===== config.mk =====
export PLATFORM = sky130hd
export DESIGN_NAME = rgb2gray_stream
export DESIGN_NICKNAME = d
export VERILOG_FILES = /design/src/rtl/rgb2gray_stream.sv
export SDC_FILE = /design/constraint.sdc
export NUM_CORES = 1
export LEC_CHECK = 0
export CORE_UTILIZATION = 55
export DETAILED_ROUTE_END_ITERATION = 8
export DONT_BUFFER_PORTS = 1
export PLACE_DENSITY = 0.78
export SLEW_MARGIN = 20
export SYNTH_ARGS = -nofsm -noshare
export SYNTH_HDL_FRONTEND = slang
export SYNTH_SLANG_ARGS = --single-unit

===== constraint.sdc =====
create_clock -name clk -period 11.57 [get_ports clk]
set_clock_uncertainty 0.1 [all_clocks]
set_input_delay 0.5785 -clock clk [delete_from_list [all_inputs] [get_ports clk]]
set_output_delay 0.5785 -clock clk [all_outputs]
set_load 0.05 [all_outputs]

===== src/rtl/rgb2gray_stream.sv =====
// RGB888 to 8-bit luminance AXI-stream converter with per-frame weight latching.
// Optional frame-length checking is enabled by defining RGB2GRAY_FRAME_CHECK_EN.
module rgb2gray_stream #(
    parameter int IMG_W = 512,
    parameter int IMG_H = 512
) (
    input  logic        clk,
    input  logic        rst,
    input  logic [23:0] s_axi_data,
    input  logic        s_axi_valid,
    input  logic        s_axi_keep,
    input  logic        s_axi_last,
    output logic        s_axi_ready,
    input  logic [7:0]  coe_r,
    input  logic [7:0]  coe_g,
    input  logic [7:0]  coe_b,
    output logic [7:0]  m_axi_data,
    output logic        m_axi_valid,
    output logic        m_axi_keep,
    output logic        m_axi_last,
    input  logic        m_axi_ready,
    output logic        frame_done,
    output logic        err_last
);

    logic        en;
    logic        accept;
    logic        in_last;

    logic        armed;
    logic [7:0]  wr, wg, wb;

    logic        v1, k1, l1;
    logic [7:0]  r1, g1, b1;

    logic        v2, k2, l2;
    logic [15:0] p_r, p_g, p_b;

    logic        v3, k3, l3;
    logic [17:0] sum3;

    assign en          = !m_axi_valid || m_axi_ready;
    assign s_axi_ready = en;
    assign accept      = s_axi_valid && en;
    assign frame_done  = m_axi_valid && m_axi_ready && m_axi_last;

`ifdef RGB2GRAY_FRAME_CHECK_EN
    localparam int PIXELS = IMG_W * IMG_H;
    localparam int CNT_W  = (PIXELS > 1) ? $clog2(PIXELS) : 1;
    localparam logic [CNT_W-1:0] CNT_MAX = CNT_W'(PIXELS - 1);

    logic [CNT_W-1:0] pix_cnt;
    logic             at_end;
    logic             err_q;

    assign at_end   = (pix_cnt == CNT_MAX);
    assign in_last  = s_axi_last || at_end;
    assign err_last = err_q;

    // An early last is still forwarded, but flags the frame and restarts the count.
    always_ff @(posedge clk) begin
        if (rst) begin
            pix_cnt <= '0;
            err_q   <= 1'b0;
        end else if (accept) begin
            pix_cnt <= in_last ? '0 : pix_cnt + CNT_W'(1);
            if (s_axi_last && !at_end)
                err_q <= 1'b1;
        end
    end
`else
    assign in_last  = s_axi_last;
    assign err_last = 1'b0;
`endif

    // Weights change only with the first beat of a frame; the multiply of that beat
    // happens one edge later, so the beat ahead of it still sees the old set.
    always_ff @(posedge clk) begin
        if (rst) begin
            armed <= 1'b1;
            wr    <= '0;
            wg    <= '0;
            wb    <= '0;
        end else if (accept) begin
            armed <= in_last;
            if (armed) begin
                wr <= coe_r;
                wg <= coe_g;
                wb <= coe_b;
            end
        end
    end

    always_ff @(posedge clk) begin
        if (rst) begin
            v1 <= 1'b0;
            k1 <= 1'b0;
            l1 <= 1'b0;
            r1 <= '0;
            g1 <= '0;
            b1 <= '0;
        end else if (en) begin
            v1 <= s_axi_valid;
            k1 <= s_axi_keep;
            l1 <= in_last;
            r1 <= s_axi_data[23:16];
            g1 <= s_axi_data[15:8];
            b1 <= s_axi_data[7:0];
        end
    end

    always_ff @(posedge clk) begin
        if (rst) begin
            v2  <= 1'b0;
            k2  <= 1'b0;
            l2  <= 1'b0;
            p_r <= '0;
            p_g <= '0;
            p_b <= '0;
        end else if (en) begin
            v2  <= v1;
            k2  <= k1;
            l2  <= l1;
            p_r <= 16'(r1) * 16'(wr);
            p_g <= 16'(g1) * 16'(wg);
            p_b <= 16'(b1) * 16'(wb);
        end
    end

    // The +128 rounds the 1/256-scaled sum to nearest.
    always_ff @(posedge clk) begin
        if (rst) begin
            v3   <= 1'b0;
            k3   <= 1'b0;
            l3   <= 1'b0;
            sum3 <= '0;
        end else if (en) begin
            v3   <= v2;
            k3   <= k2;
            l3   <= l2;
            sum3 <= 18'(p_r) + 18'(p_g) + 18'(p_b) + 18'd128;
        end
    end

    always_ff @(posedge clk) begin
        if (rst) begin
            m_axi_valid <= 1'b0;
            m_axi_keep  <= 1'b0;
            m_axi_last  <= 1'b0;
            m_axi_data  <= '0;
        end else if (en) begin
            m_axi_valid <= v3;
            m_axi_keep  <= v3 && k3;
            m_axi_last  <= v3 && l3;
            m_axi_data  <= (sum3[17:16] != 2'b00) ? 8'hFF : sum3[15:8];
        end
    end

endmodule


==> results.sh, run 1 <==
export IMPL_status="finished clean"
export IMPL_relSlewSlack_pct=38.3
export IMPL_die_area_mm2=0.0216
export IMPL_start_util_pct=56.5
export IMPL_route_top_layer_used="met4"
export IMPL_ys_ff_latch=127
export IMPL_cts_root_buf="clkbuf_16"
export IMPL_yosysSeqAreaShare_pct=22.0
export IMPL_nNetsFinal=1645
export IMPL_critPathMaxFanout=9
export IMPL_ctsResizeCount=0
export IMPL_grt_pass1_wl_mm=42.4
export IMPL_critPathCaptureType="flip-flop"
export IMPL_clkSinkCount=127
export IMPL_synth_area_mm2=0.0116
export IMPL_drcViolationCount=0
export IMPL_grt_total_usage_pct=24.6
export IMPL_io_pins=68
export IMPL_vdd_drop_max_mv=0.0982
export IMPL_rows=52
export IMPL_final_area_mm2=0.0124
export IMPL_yosysUniqueCellTypes=55
export IMPL_routed_via_density=5.47
export IMPL_holdWs_ns=0.122
export IMPL_p_leak_nw=6.14
export IMPL_postRouteAntennaNets=0
export IMPL_drt_iter0_drc=535
export IMPL_setup_violations=0
export IMPL_grt_max_degree=119
export IMPL_worst_slew_pin_slew_ns=0.925
export IMPL_post_route_util_pct=60.5
export IMPL_hold_path_cell_count=1
export IMPL_synth_top_family_by_area="adder cells"
export IMPL_yosys_area_share_adder_pct=36.2
export IMPL_maxCapViolCount=0
export IMPL_fin_crit_ns=4.53
export IMPL_synth_warnings=0
export IMPL_grt_overflow_total=0
export IMPL_synth_simple_gate_area_share_pct=20.1
export IMPL_antenna_cells=0
export IMPL_clk_latency_ns=0.43
export IMPL_gp_congestion=0.865
export IMPL_areaGrowthSynthToFinish_pct=6.95
export IMPL_route_met3_wl_mm=1.08
export IMPL_p_per_area_mw_per_mm2=103
export IMPL_routedWlPerCell_um=15.6
export IMPL_cts_setup_buffers=0
export IMPL_route_met2_wl_mm=11.9
export IMPL_synth_fp_nets=1669
export IMPL_antenna_found_initial=0
export IMPL_ff2ff_path_depth=13
export IMPL_cts_hold_buf=0
export IMPL_numCtsBuffers=17
export IMPL_finalHoldViolations=0
export IMPL_drive_gt1_share_pct=3.35
export IMPL_slew_violations=0
export IMPL_wl_met1_mm=11.8
export IMPL_num_vias=8832
export IMPL_die_width_um=147
export IMPL_path_clk_slew_ns=0.06
export IMPL_fin_crit_sh_pct=39.2
export IMPL_firstDrtPassIters=5
export IMPL_die_h_um=147
export IMPL_critPathKind="flip-flop to flip-flop"
export IMPL_syn_inst=1355
export IMPL_ys_flop_type="dfxtp_1"
export IMPL_max_freq_ghz=0.221
export IMPL_ctsLongestPathBuffers=2
export IMPL_rsz0062_at_grt="false"
export IMPL_synth_compound_area_share_pct=12.2
export IMPL_synth_edf_count=0
export IMPL_critPathLaunchType="flip-flop"
export IMPL_hold_path_class="input port to flip-flop"
export IMPL_placeableCoreArea_mm2=0.0204
export IMPL_grt_pass1_vias=8746
export IMPL_cts_tree="done"
export IMPL_crit_required_ns=11.82
export IMPL_synth_mux_area_share_pct=0.173
export IMPL_hpwl_mm=19.1
export IMPL_avgSynthCellArea_um2=8.53
export IMPL_arrival_ns=4.79
export IMPL_fillerInstances=1765
export IMPL_htree_levels=4
export IMPL_timing_setup_tns_ns=0
export IMPL_portBuffers=0
export IMPL_routed_wl_mm=25.3
export IMPL_synthArstFlopShare_pct=0
export IMPL_place_area_mm2=0.0117
export IMPL_synthXorXnorAreaFrac_pct=2.50
==> flip-flops by register name, indices dropped and copies added (netlist names), 8 cells and up <==
| register | count |
|---|---|
| p_g | 16 |
| m_axi_data | 8 |
| sum3 | 10 |
| p_r | 16 |
| r1 | 8 |
| wg | 8 |
| p_b | 16 |
| wb | 8 |
| b1 | 8 |
| wr | 8 |
| g1 | 8 |
==> layout make-up <==
cell class              instances  area [um^2]  area share (%)
flip-flops and latches        127         2540            20.6
inverters                     162          611            4.94
clock buffers                  17          425            3.44
repair buffers                  3         22.5           0.182
clock inverters                15          185            1.50
multi-input cells            1020         8230            66.6
well taps                     270          338            2.73
==> path summary, 6_finish.rpt <==
path	from	endpoint	slack (ns)
max	wr[5]	p_r[14]	7.04
min	rst	l3	0.12
max reg2reg	wr[5]	p_r[14]	7.04
min reg2reg	l3	l3	0.35
==> report_power, final <==
part	switching (mW)	internal, mW
combinational	0.115	0.0876
clock	0.219	0.342
sequential	0.0451	0.466
total	0.380	0.895
==> synthesized netlist by cell type, types with 8 or more instances <==
master,number,area [um^2]
nand2_1,245,920
inv_1,161,604
and2_1,147,920
ha_1,137,1710
dfxtp_1,127,2540
fa_1,123,2460
a21oi_1,120,601
nor2_1,47,176
clkbuf_1,35,131
o21ai_0,34,170
xnor2_1,21,184
a211oi_1,15,113
nand3_1,12,60.1
xor2_1,12,105
nand2b_1,11,68.8
a21o_1,9,67.6
o22ai_1,9,56.3
buf_1,8,30.0
==> worst max-delay path, stage by stage (launching register included) <==
cell and delay, ns:
dfxtp_1 0.51, nand2_1 0.14, fa_1 0.58, fa_1 0.44, fa_1 0.47, fa_1 0.49
inv_1 0.04, ha_1 0.32, a2111oi_0 0.38, o21ai_1 0.19, a221oi_1 0.41, xnor2_1 0.17
nand2_1 0.07, a21oi_1 0.16
==> cells by family after synthesis <==
kind of cell	Yosys count
mux	2
fa+ha+maj	260
xor+xnor	33
flops	127
other cells	1
compound gates	236
simple gates	488
buf+inv	208
==> per-stage QoR <==
step / total power, mW / worst slack [ns] / std cells
after global placement: 0.716 / 7.19 / 1582
after CTS: 1.28 / 7.04 / 1614
after global routing: 1.34 / 6.67 / 1614
after detailed placement: 0.724 / 7.07 / 1582
final: 1.28 / 7.04 / 1614
after floorplan: 0.674 / 7.37 / 1355
==> layer usage <==
metal | vias to the layer above | global-route usage (%)
met5 | - | 0
met4 | 0 | 7.16
met2 | 218 | 40.6
met3 | 32 | 4.04
li1 | 4334 | -
met1 | 4248 | 33.4
==> cells in the final DEF (no fill, tap or decap), drive strengths merged, types with 4 or more instances in the layout <==
cell	instances
fa	123
xor2	12
a21o	10
nor2	47
nand3	12
a21oi	120
o21bai	4
a211o	6
clkbuf	17
and3	7
dfxtp	127
a211oi	16
inv	164
nand2b	11
clkinv	9
o211ai	6
and2	147
ha	137
o22ai	9
o21a	6
nand2	245
o21ai	38
a31oi	6
xnor2	21
nor2b	5
No activity file was read; power rests on OpenSTA's default activity.
==> run 2, diff against run 1 <==
==> constraint.sdc (replaced) <==
create_clock -name clk -period 4.3 [get_ports clk]
set_clock_uncertainty 0.1 [all_clocks]
set_input_delay 0.215 -clock clk [delete_from_list [all_inputs] [get_ports clk]]
set_output_delay 0.215 -clock clk [all_outputs]
set_load 0.05 [all_outputs]
==> run 2 against run 1 <==
Global-route usage increased by 1.8 points. Cell count increased by 6.5%. Total power increased to 2.9 times the previous value. Sequential power increased to 2.7 times the previous value. Count of clock-buffer cells in the layout increased by 5. Largest power group unchanged. Highest routed layer unchanged.
==> results.sh, run 2 (same netlist as run 1, synthesis figures left out) <==
export IMPL_fin_crit_sh_pct=98.5
export IMPL_crit_required_ns=4.49
export IMPL_critPathCaptureType="flip-flop"
export IMPL_clkSinkCount=127
export IMPL_critPathMostFrequentCell="fa_1"
export IMPL_areaGrowthSynthToFinish_pct=17.1
export IMPL_gp_congestion=0.884
export IMPL_arrival_ns=4.43
export IMPL_relSlewSlack_pct=38.1
export IMPL_slowest_stage="fa_1"
export IMPL_ctsLongestPathBuffers=2
export IMPL_vdd_drop_max_mv=0.280
export IMPL_hpwl_mm=19.7
export IMPL_critPathLaunchType="flip-flop"
export IMPL_numCtsBuffers=17
export IMPL_grt_total_usage_pct=26.4
export IMPL_routedWlPerCell_um=16.2
export IMPL_drcViolationCount=0
export IMPL_grt_max_degree=114
export IMPL_maxCapViolCount=0
export IMPL_placeableCoreArea_mm2=0.0204
export IMPL_timing_setup_tns_ns=0
export IMPL_multi_input_area_mm2=0.00837
export IMPL_final_common_cell="nand2_1"
export IMPL_routed_wl_mm=27.9
export IMPL_htree_levels=4
export IMPL_firstDrtPassIters=6
export IMPL_worst_slew_pin_slew_ns=0.928
export IMPL_io_pins=68
export IMPL_grt_overflow_total=0
export IMPL_max_freq_ghz=0.236
export IMPL_start_util_pct=56.5
export IMPL_p_leak_nw=6.65
export IMPL_crit_family="adder cells"
export IMPL_num_vias=9395
export IMPL_fillerInstances=1600
export IMPL_clk_latency_ns=0.43
export IMPL_rsz0062_at_grt="true"
export IMPL_rows=52
export IMPL_critPathKind="flip-flop to flip-flop"
export IMPL_layout_common_cells="nand2_1, inv_1, and2_1"
export IMPL_postRouteAntennaNets=0
export IMPL_die_width_um=147
export IMPL_post_place_ws_ns=-0.115
export IMPL_reg_top3="p_b: 16 flops, p_g: 16 flops, p_r: 16 flops"
export IMPL_routed_via_density=5.47
export IMPL_fin_crit_ns=4.24
export IMPL_portBuffers=0
export IMPL_finalHoldViolations=0
export IMPL_drt_iter0_drc=683
export IMPL_slew_violations=0
export IMPL_p_per_area_mw_per_mm2=272
export IMPL_path_cells="and2_1, fa_1, fa_1, fa_1, inv_1, fa_1, inv_1, ha_1, a211o_1, o21ai_2, o21ai_1, xnor2_1, o21ai_0"
export IMPL_status="finished clean"
export IMPL_max_stage_delay_ns=0.55
export IMPL_critPathMaxFanout=5
export IMPL_die_area_mm2=0.0216
export IMPL_hold_path_class="input port to flip-flop"
export IMPL_grt_pass1_wl_mm=45.4
export IMPL_nNetsFinal=1750
export IMPL_regArea_mm2=0.00259
export IMPL_grt_pass1_vias=9421
export IMPL_path_clk_slew_ns=0.06
export IMPL_cts_root_buf="clkbuf_16"
export IMPL_finalWorstSetupSlack_ns=0.0642
export IMPL_antenna_cells=0
export IMPL_cts_tree="done"
export IMPL_drive_gt1_share_pct=10.0
export IMPL_die_h_um=147
export IMPL_antenna_found_initial=0
export IMPL_setup_violations=0
export IMPL_path_buf_inv=2
run 2: cell types whose count changed in the layout (fill, tap and decap cells not counted), sizes merged, moves of 2 or more:
cell / change
clkbuf: +5
inv: -3
buf: +52
bufinv: +2
clkinv: -5
dlygate4sd3: +53
run 2: final cells by class:
type                       instances  share of cell area, %
sequential                       127                   19.2
timing repair buffer             108                   7.12
inverter                         162                   4.51
tap                              270                   2.50
clock inverter                    10                   1.36
clock buffer                      22                   3.43
multi-input combinational       1020                   61.9
run 2: power breakdown:
part           leakage (nW)  internal [mW]  switching, mW
clock network         0.310           1.06          0.566
logic                  5.29          0.316          0.379
registers              1.05           1.26          0.107
total                  6.65           2.63           1.05
run 2: worst reg2reg max path: cells and delay by family (launching register included):
| family | cells | cell delay (ns) |
|---|---|---|
| flip-flops | 1 | 0.41 |
| buffers and inverters | 2 | 0.10 |
| AND/OR/NAND/NOR | 1 | 0.18 |
| adder cells (fa/ha/maj) | 5 | 2.40 |
| AO/OA/AOI/OAI | 4 | 0.71 |
| XOR/XNOR | 1 | 0.21 |
run 2: final timing paths:
check         from        to  slack [ns]  cells past startpoint
max          b1[3]   p_b[12]        0.06                     13
min            rst  sum3[12]        0.08                      3
max reg2reg  b1[3]   p_b[12]        0.06                     13
min reg2reg     l3        l3        0.35                      2
run 2: what timing repair did:
action | 4_1_cts | 5_1_grt
endpoints found under the setup margin | 5 | 15
resized for setup | 6 | 61
endpoints found under the hold margin | 114 | 0
pin swaps | 1 | 17
hold buffers | 54 | 0
setup buffers | 0 | 1
run 2: per-stage QoR:
step                      util, %  cell area [um^2]  total power [mW]  hold WS [ns]  std cells
after global routing         66.2             13500              3.85        0.0867       1719
final                        66.2             13500              3.68        0.0799       1719
after global placement       59.3             12100              1.97         0.194       1632
after detailed placement     59.3             12100              1.99         0.197       1632
after floorplan                 -             11600              1.81         0.251       1355
after CTS                    65.3             13300              3.66        0.0605       1718
run 2: routing by layer:
layer | wire [um] | part of all wire (%) | GRT usage [%] | vias to the layer above
met2 | 13100 | 47 | 42.9 | 266
li1 | - | - | - | 4542
met3 | 1530 | 5.5 | 4.41 | 45
met1 | 12400 | 45 | 35.0 | 4542
met5 | 0 | 0 | 0 | -
met4 | 810 | 2.9 | 10.9 | 0
